File: src/rtl/alu_arbiter.sv
// Two-requester round-robin front end for a shared multi-cycle ALU.
// One command is in flight at a time. A result timeout returns an error response.
module alu_arbiter #(
  parameter int DATA_WIDTH = 8,
  parameter int FUN_WIDTH  = 4,
  parameter int TIMEOUT    = 15
) (
  input  logic                    CLK,
  input  logic                    RST,
  input  logic                    REQ0_VALID,
  input  logic [FUN_WIDTH-1:0]    REQ0_FUN,
  input  logic [DATA_WIDTH-1:0]   REQ0_A,
  input  logic [DATA_WIDTH-1:0]   REQ0_B,
  output logic                    REQ0_READY,
  input  logic                    REQ1_VALID,
  input  logic [FUN_WIDTH-1:0]    REQ1_FUN,
  input  logic [DATA_WIDTH-1:0]   REQ1_A,
  input  logic [DATA_WIDTH-1:0]   REQ1_B,
  output logic                    REQ1_READY,
  output logic                    ALU_EN,
  output logic [FUN_WIDTH-1:0]    ALU_FUN,
  output logic [DATA_WIDTH-1:0]   ALU_A,
  output logic [DATA_WIDTH-1:0]   ALU_B,
  input  logic [2*DATA_WIDTH-1:0] ALU_OUT,
  input  logic                    ALU_OUT_VALID,
  output logic                    RSP_VALID,
  output logic                    RSP_ID,
  output logic [2*DATA_WIDTH-1:0] RSP_DATA,
  output logic                    RSP_ERR,
  input  logic                    RSP_READY
);

  typedef enum logic [1:0] {S_IDLE, S_ISSUE, S_WAIT, S_RESP} state_e;

  state_e                  state_q, state_d;
  logic                    pri_q, pri_d;
  logic                    id_q, id_d;
  logic [FUN_WIDTH-1:0]    fun_q, fun_d;
  logic [DATA_WIDTH-1:0]   a_q, a_d;
  logic [DATA_WIDTH-1:0]   b_q, b_d;
  logic [7:0]              timer_q, timer_d;
  logic                    hit_q, hit_d;
  logic [2*DATA_WIDTH-1:0] rsp_data_q, rsp_data_d;
  logic                    rsp_err_q, rsp_err_d;

  logic gnt_any;
  logic gnt_id;

  assign gnt_any = REQ0_VALID | REQ1_VALID;
  assign gnt_id  = (REQ0_VALID & REQ1_VALID) ? pri_q : REQ1_VALID;

  always_ff @(posedge CLK) begin
    // NOTE: non-blocking so every flop samples pre-edge values together.
    if (!RST) begin
      state_q    <= S_IDLE;
      pri_q      <= 1'b0;
      id_q       <= 1'b0;
      fun_q      <= '0;
      a_q        <= '0;
      b_q        <= '0;
      timer_q    <= '0;
      hit_q      <= 1'b0;
      rsp_data_q <= '0;
      rsp_err_q  <= 1'b0;
    end else begin
      state_q    <= state_d;
      pri_q      <= pri_d;
      id_q       <= id_d;
      fun_q      <= fun_d;
      a_q        <= a_d;
      b_q        <= b_d;
      timer_q    <= timer_d;
      hit_q      <= hit_d;
      rsp_data_q <= rsp_data_d;
      rsp_err_q  <= rsp_err_d;
    end
  end

  always_comb begin
    // NOTE: hold-value defaults first, so no path leaves a _d unassigned (no latches).
    state_d    = state_q;
    pri_d      = pri_q;
    id_d       = id_q;
    fun_d      = fun_q;
    a_d        = a_q;
    b_d        = b_q;
    timer_d    = timer_q;
    hit_d      = hit_q;
    rsp_data_d = rsp_data_q;
    rsp_err_d  = rsp_err_q;
    unique case (state_q)
      S_IDLE: begin
        if (gnt_any) begin
          id_d    = gnt_id;
          pri_d   = ~gnt_id;
          fun_d   = gnt_id ? REQ1_FUN : REQ0_FUN;
          a_d     = gnt_id ? REQ1_A   : REQ0_A;
          b_d     = gnt_id ? REQ1_B   : REQ0_B;
          state_d = S_ISSUE;
        end
      end
      S_ISSUE: begin
        timer_d = '0;
        hit_d   = 1'b0;
        // A result arriving with the issue strobe is kept and answered from WAIT.
        if (ALU_OUT_VALID) begin
          rsp_data_d = ALU_OUT;
          rsp_err_d  = 1'b0;
          hit_d      = 1'b1;
        end
        state_d = S_WAIT;
      end
      S_WAIT: begin
        if (ALU_OUT_VALID) begin
          rsp_data_d = ALU_OUT;
          rsp_err_d  = 1'b0;
          state_d    = S_RESP;
        end else if (hit_q) begin
          state_d = S_RESP;
        end else if (timer_q == 8'(TIMEOUT - 1)) begin
          rsp_data_d = '0;
          rsp_err_d  = 1'b1;
          state_d    = S_RESP;
        end else begin
          timer_d = timer_q + 8'd1;
        end
      end
      S_RESP: begin
        if (RSP_READY) state_d = S_IDLE;
      end
      default: state_d = S_IDLE;
    endcase
  end

  always_comb begin
    REQ0_READY = RST && (state_q == S_IDLE) && gnt_any && !gnt_id;
    REQ1_READY = RST && (state_q == S_IDLE) && gnt_any && gnt_id;
    ALU_EN     = RST && (state_q == S_ISSUE);
    RSP_VALID  = RST && (state_q == S_RESP);
    ALU_FUN    = fun_q;
    ALU_A      = a_q;
    ALU_B      = b_q;
    RSP_ID     = id_q;
    RSP_DATA   = rsp_data_q;
    RSP_ERR    = rsp_err_q;
  end

endmodule

File: config.mk
export PLATFORM = sky130hd
export DESIGN_NAME = alu_arbiter
export DESIGN_NICKNAME = d
export VERILOG_FILES = /design/src/rtl/alu_arbiter.sv
export SDC_FILE = /design/constraint.sdc
export NUM_CORES = 1
export LEC_CHECK = 0
export ABC_AREA = 1
export CELL_PAD_IN_SITES_DETAIL_PLACEMENT = 0
export CELL_PAD_IN_SITES_GLOBAL_PLACEMENT = 1
export CORE_ASPECT_RATIO = 1.75
export CORE_UTILIZATION = 31
export CTS_CLUSTER_DIAMETER = 60
export DETAILED_ROUTE_END_ITERATION = 10
export GPL_TIMING_DRIVEN = 0
export PLACE_DENSITY = 0.87
export SYNTH_ARGS = -nofsm -noshare
export SYNTH_HDL_FRONTEND = slang
export SYNTH_SLANG_ARGS = --single-unit
File: constraint.sdc
create_clock -name CLK -period 5.1 [get_ports CLK]
set_clock_uncertainty 0.1 [all_clocks]
set_input_delay 1.53 -clock CLK [delete_from_list [all_inputs] [get_ports CLK]]
set_output_delay 1.53 -clock CLK [all_outputs]
set_load 0.02 [all_outputs]
* Word-level counts from Yosys, hierarchy flattened *
Index checks and enable logic that the tools add are counted.

word-level totals
  flip-flop bits (word level) = 50
  input port bits = 62
  output and inout bits = 42
  word-level logic and storage cells = 65

cells by class
  $add $sub $neg = 1
  eq/ne operators = 13
  multiplexer cells = 25
  bitwise logic cells = 3
  reduce and logical (&&, ||, !) cells = 13

operators with widths
  operator               number
  $mux W16               4
  $mux W8                5
  $pmux W16 S2           1
  $pmux W8 S2            1
  $ne A2 B2 Y1 const B   6
  $mux W2                5
  $add A8 B1 Y8 const B  1
  $eq A8 B4 Y1 const B   1
  $pmux W2 S4            1
  $reduce_and A4 Y1      2
  $logic_and A1 B1 Y1    6
  $mux W1                6
  $ne A3 B3 Y1 const B   2
  $eq A2 B2 Y1 const B   2
  $mux W4                1
  $ne A4 B4 Y1 const B   1
  $reduce_and A3 Y1      1
  $eq A2 B1 Y1 const B   1
  $logic_not A2 Y1       1
  $pmux W1 S2            1
  $reduce_and A2 Y1      1
  $reduce_bool A2 Y1     1
  $and A1 B1 Y1          1
  $logic_not A1 Y1       1
  other kinds (2)        2

* Longest topological paths before layout *
  depth after elaboration = 5
  depth in mapped cells = 10

* Least setup slack after synthesis *
OpenSTA, ideal clock, no wires.

  path type = input port to output port
  start point = input REQ0_VALID
  end point = output REQ1_READY
  arrival = 2217 ps
  required time = 3470 ps
  path slack = 1253 ps
  stages on the path = 6
  path through = nand2_1 nand2_1 nor2_4 nand2_1 inv_1 buf_2

between the ends
  longest elaborated chain between the ends = 3

ends and longest elaborated chain
  element                                         line     RTL
  start, declared                                 10       input logic REQ0_VALID,
  $and A1 B1 Y1 or $or A1 B1 Y1 (tied branches)   50, 49
  $mux W1 or $logic_and A1 B1 Y1 (tied branches)  50, 137
  $logic_and A1 B1 Y1 *                           137      REQ1_READY = RST && (state_q == S_IDLE) && gnt_any && gnt_id;
  end, declared                                   19       output logic REQ1_READY,

Every way passes the cells marked *; elsewhere a longest branch is shown, timed or not.

* Final worst setup path *
  start point = input RST
  end point = output RSP_VALID

between the ends
  longest elaborated chain between the ends = 1

ends and longest elaborated chain
  element              line  RTL
  start, declared      9     input logic RST,
  $logic_and A1 B1 Y1  139   RSP_VALID = RST && (state_q == S_RESP);
  end, declared        26    output logic RSP_VALID,

Every way passes these cells.

==> flow_summary_export.csv <==
group,metric,value,unit
yosys,synth.top_cells.by_count,"nand2_1, dfxtp_1, nand3_1",
sta,fmax,0.208,GHz
clocking,clockBufferDepth,2,
final_layout,drive_gt1_frac,0.0708,
yosys,synth_top_family_by_area,"simple AND/OR/NAND/NOR gates",
sta,hold_viol_final,0,
final_layout,fin_cells,524,
clocking,clock_sinks,50,
critical_path,critPathCaptureType,"output pin",
final_layout,design_area,3670,um^2
sta,fin_setup_tns,0,ns
sta,setup_ws,0.290,ns
yosys,yosysMostFrequentCell,"nand2_1",
place,dp_cells,516,
die,fp.dieW,68.2,um
place,dp_slack,0.0182,ns
drt,ant_nets,0,
place,gp_congestion,0.813,
yosys,synth_top_area_share,0.421,
final_layout,final_nets,505,
sta,setup_violations,0,
sta,relSlewSlack,0.662,
hold_path,hp-class,"flop to flop",
yosys,ys_warn_count,0,
die,rows,41,
place,placed_cell_area,3510,um^2
yosys,synthAdderAreaFrac,0.0316,
final_layout,areaGrowthSynthToFinish,54.5,%
global_routing,grt_usage,0.183,
critical_path,critPathKind,"primary input to output pin",
clocking,cts_root_buffer,"clkbuf_16",
critical_path,critPathMaxFanout,10,
clocking,clkTransAtPathRegs,0.07,ns
sta,finalCritPeriodShare,0.943,
yosys,syn_nets,395,
yosys,synth.top_cells.by_area,"dfxtp_1, nand2_1, nand3_1",
drt,drt_iter0_drc,126,
yosys,syn_area_per_cell,7.26,um^2
drt,wl_per_cell,12.9,um
yosys,synth.area.mux_share,0,
status,status,"finished, final reports clean",
yosys,synth-compound-area-share,0.0954,
yosys,synth_edf_count,0,
place,portBuffers,103,
die,coreArea,7340,um^2
critical_path,cp.arrival,3.18,ns
power_and_ir_drop,p_per_area,473,nW/um^2
yosys,netlist-cell-type-count,29,
drt,drt_pass1_iterations,4,
yosys,synth_area,2370,um^2
die,die_h,118,um
flow_run,maxCapViolCount,0,
sta,fin_crit,4.81,ns
critical_path,critPathLaunchType,"primary input",
die,ios,104,
die,dieArea,8030,um^2
clocking,cts_made_buffers,5,
yosys,yosys.area_share.simple,0.362,
yosys,synth-xor-area-share,0,
yosys,yosys_most_used_dff,"dfxtp_1",
critical_path,required,3.47,ns
power_and_ir_drop,vdd_drop_max,0.239,mV
die,initial_core_util,0.324,
clocking,tritoncts,"built",
yosys,seq_area_frac_synth,0.421,
final_layout,nFillCells,731,
drt,vias,2516,
global_routing,overflow,0,
global_routing,antenna_found_initial,0,
drt,drc_errors,0,
clocking,htree_levels,2,
drt,routed_wl,6780,um
sta,rsz0062_at_grt,"false",
global_routing,grt_max_degree,19,
global_routing,grt_pass1_vias,2483,
place,hpwl,5310,um
drt,routed_via_density,4.80,
sta,finalMaxSlewViolations,0,
yosys,yosysTopAreaCell,"dfxtp_1",
clocking,clock_latency,0.30,ns
power_and_ir_drop,p_leak,1.52,nW
yosys,synthCells,327,
power_and_ir_drop,power,1.74,mW
yosys,synth-seq-cells,50,
final_layout,diodes,0,
sta,worst_pin_slew,0.508,ns
global_routing,grt_pass1_wl,11200,um
yosys,ys_async_sr_fraction,0,
-- logic make-up after synthesis --
logic type / after synthesis
adders and majority gates: 6
buffers and inverters: 42
and+or+nand+nor: 187
DFF: 50
AOI/OAI and AO/OA: 42
-- worst paths after layout --
| path | from | endpoint | slack (ns) | cells past startpoint |
|---|---|---|---|---|
| max reg2reg | state_q[1] | RSP_DATA[8] | 3.21 | 7 |
| min | RSP_DATA[13] | RSP_DATA[13] | 0.36 | 2 |
| min reg2reg | RSP_DATA[13] | RSP_DATA[13] | 0.36 | 2 |
| max | RST | RSP_VALID | 0.29 | 5 |
-- registers in the layout, summed over array words and instances (netlist names) --
name / flops
ALU_A: 8
RSP_DATA: 16
timer_q: 8
hit_q: 1
ALU_B: 8
state_q: 2
pri_q: 1
RSP_ERR: 1
RSP_ID: 1
ALU_FUN: 4
-- worst max-delay path: stages --
cell	delay, ns
clkdlybuf4s50_1	0.58
buf_2	0.31
nand2_1	0.08
inv_1	0.06
clkdlybuf4s50_1	0.61
-- repair_timing --
item	4_1_cts	5_1_grt
hold buffers	0	0
endpoints found under the setup margin	0	2
resized for setup	0	2
buffers inserted	0	0
-- placed cells by master (no fill, tap or decap), types with 6 or more instances in the layout --
cell / count
a21oi_1: 30
a31oi_1: 6
clkdlybuf4s50_1: 101
dfxtp_1: 50
ha_1: 6
inv_1: 27
nand2_1: 107
nand3_1: 37
nand4_1: 19
nor2_1: 12
-- report_power, final --
part,switching [mW],internal [mW]
Combinational,0.453,0.368
Sequential,0.0650,0.502
Clock,0.159,0.187
Total,0.678,1.06
-- per-layer routing --
| layer | GRT usage | vias to the layer above | routed length (um) |
|---|---|---|---|
| met5 | 0 | - | 0 |
| met4 | 0.0990 | 0 | 272 |
| met3 | 0.0368 | 18 | 331 |
| met2 | 0.318 | 76 | 3610 |
| met1 | 0.194 | 1126 | 2560 |
| li1 | - | 1296 | - |
-- stage by stage --
step / utilization / hold slack, ns
floorplan: - / 0.340
global placement: 0.479 / 0.348
detailed placement: 0.479 / 0.354
CTS: 0.500 / 0.364
global route: 0.500 / 0.379
finish: 0.500 / 0.361
-- layout make-up --
class                           instances  area, um^2  share of cell area
Multi-Input combinational cell        235        1160               0.316
Timing Repair Buffer                  103        1040               0.282
Sequential cell                        50        1000               0.273
Clock buffer                            5         125              0.0341
Buffer                                 14         108              0.0293
Tap cell                               86         108              0.0293
Inverter                               28         105              0.0286
Clock inverter                          3        26.3             0.00716
No activity file was read; power rests on OpenSTA's default activity.
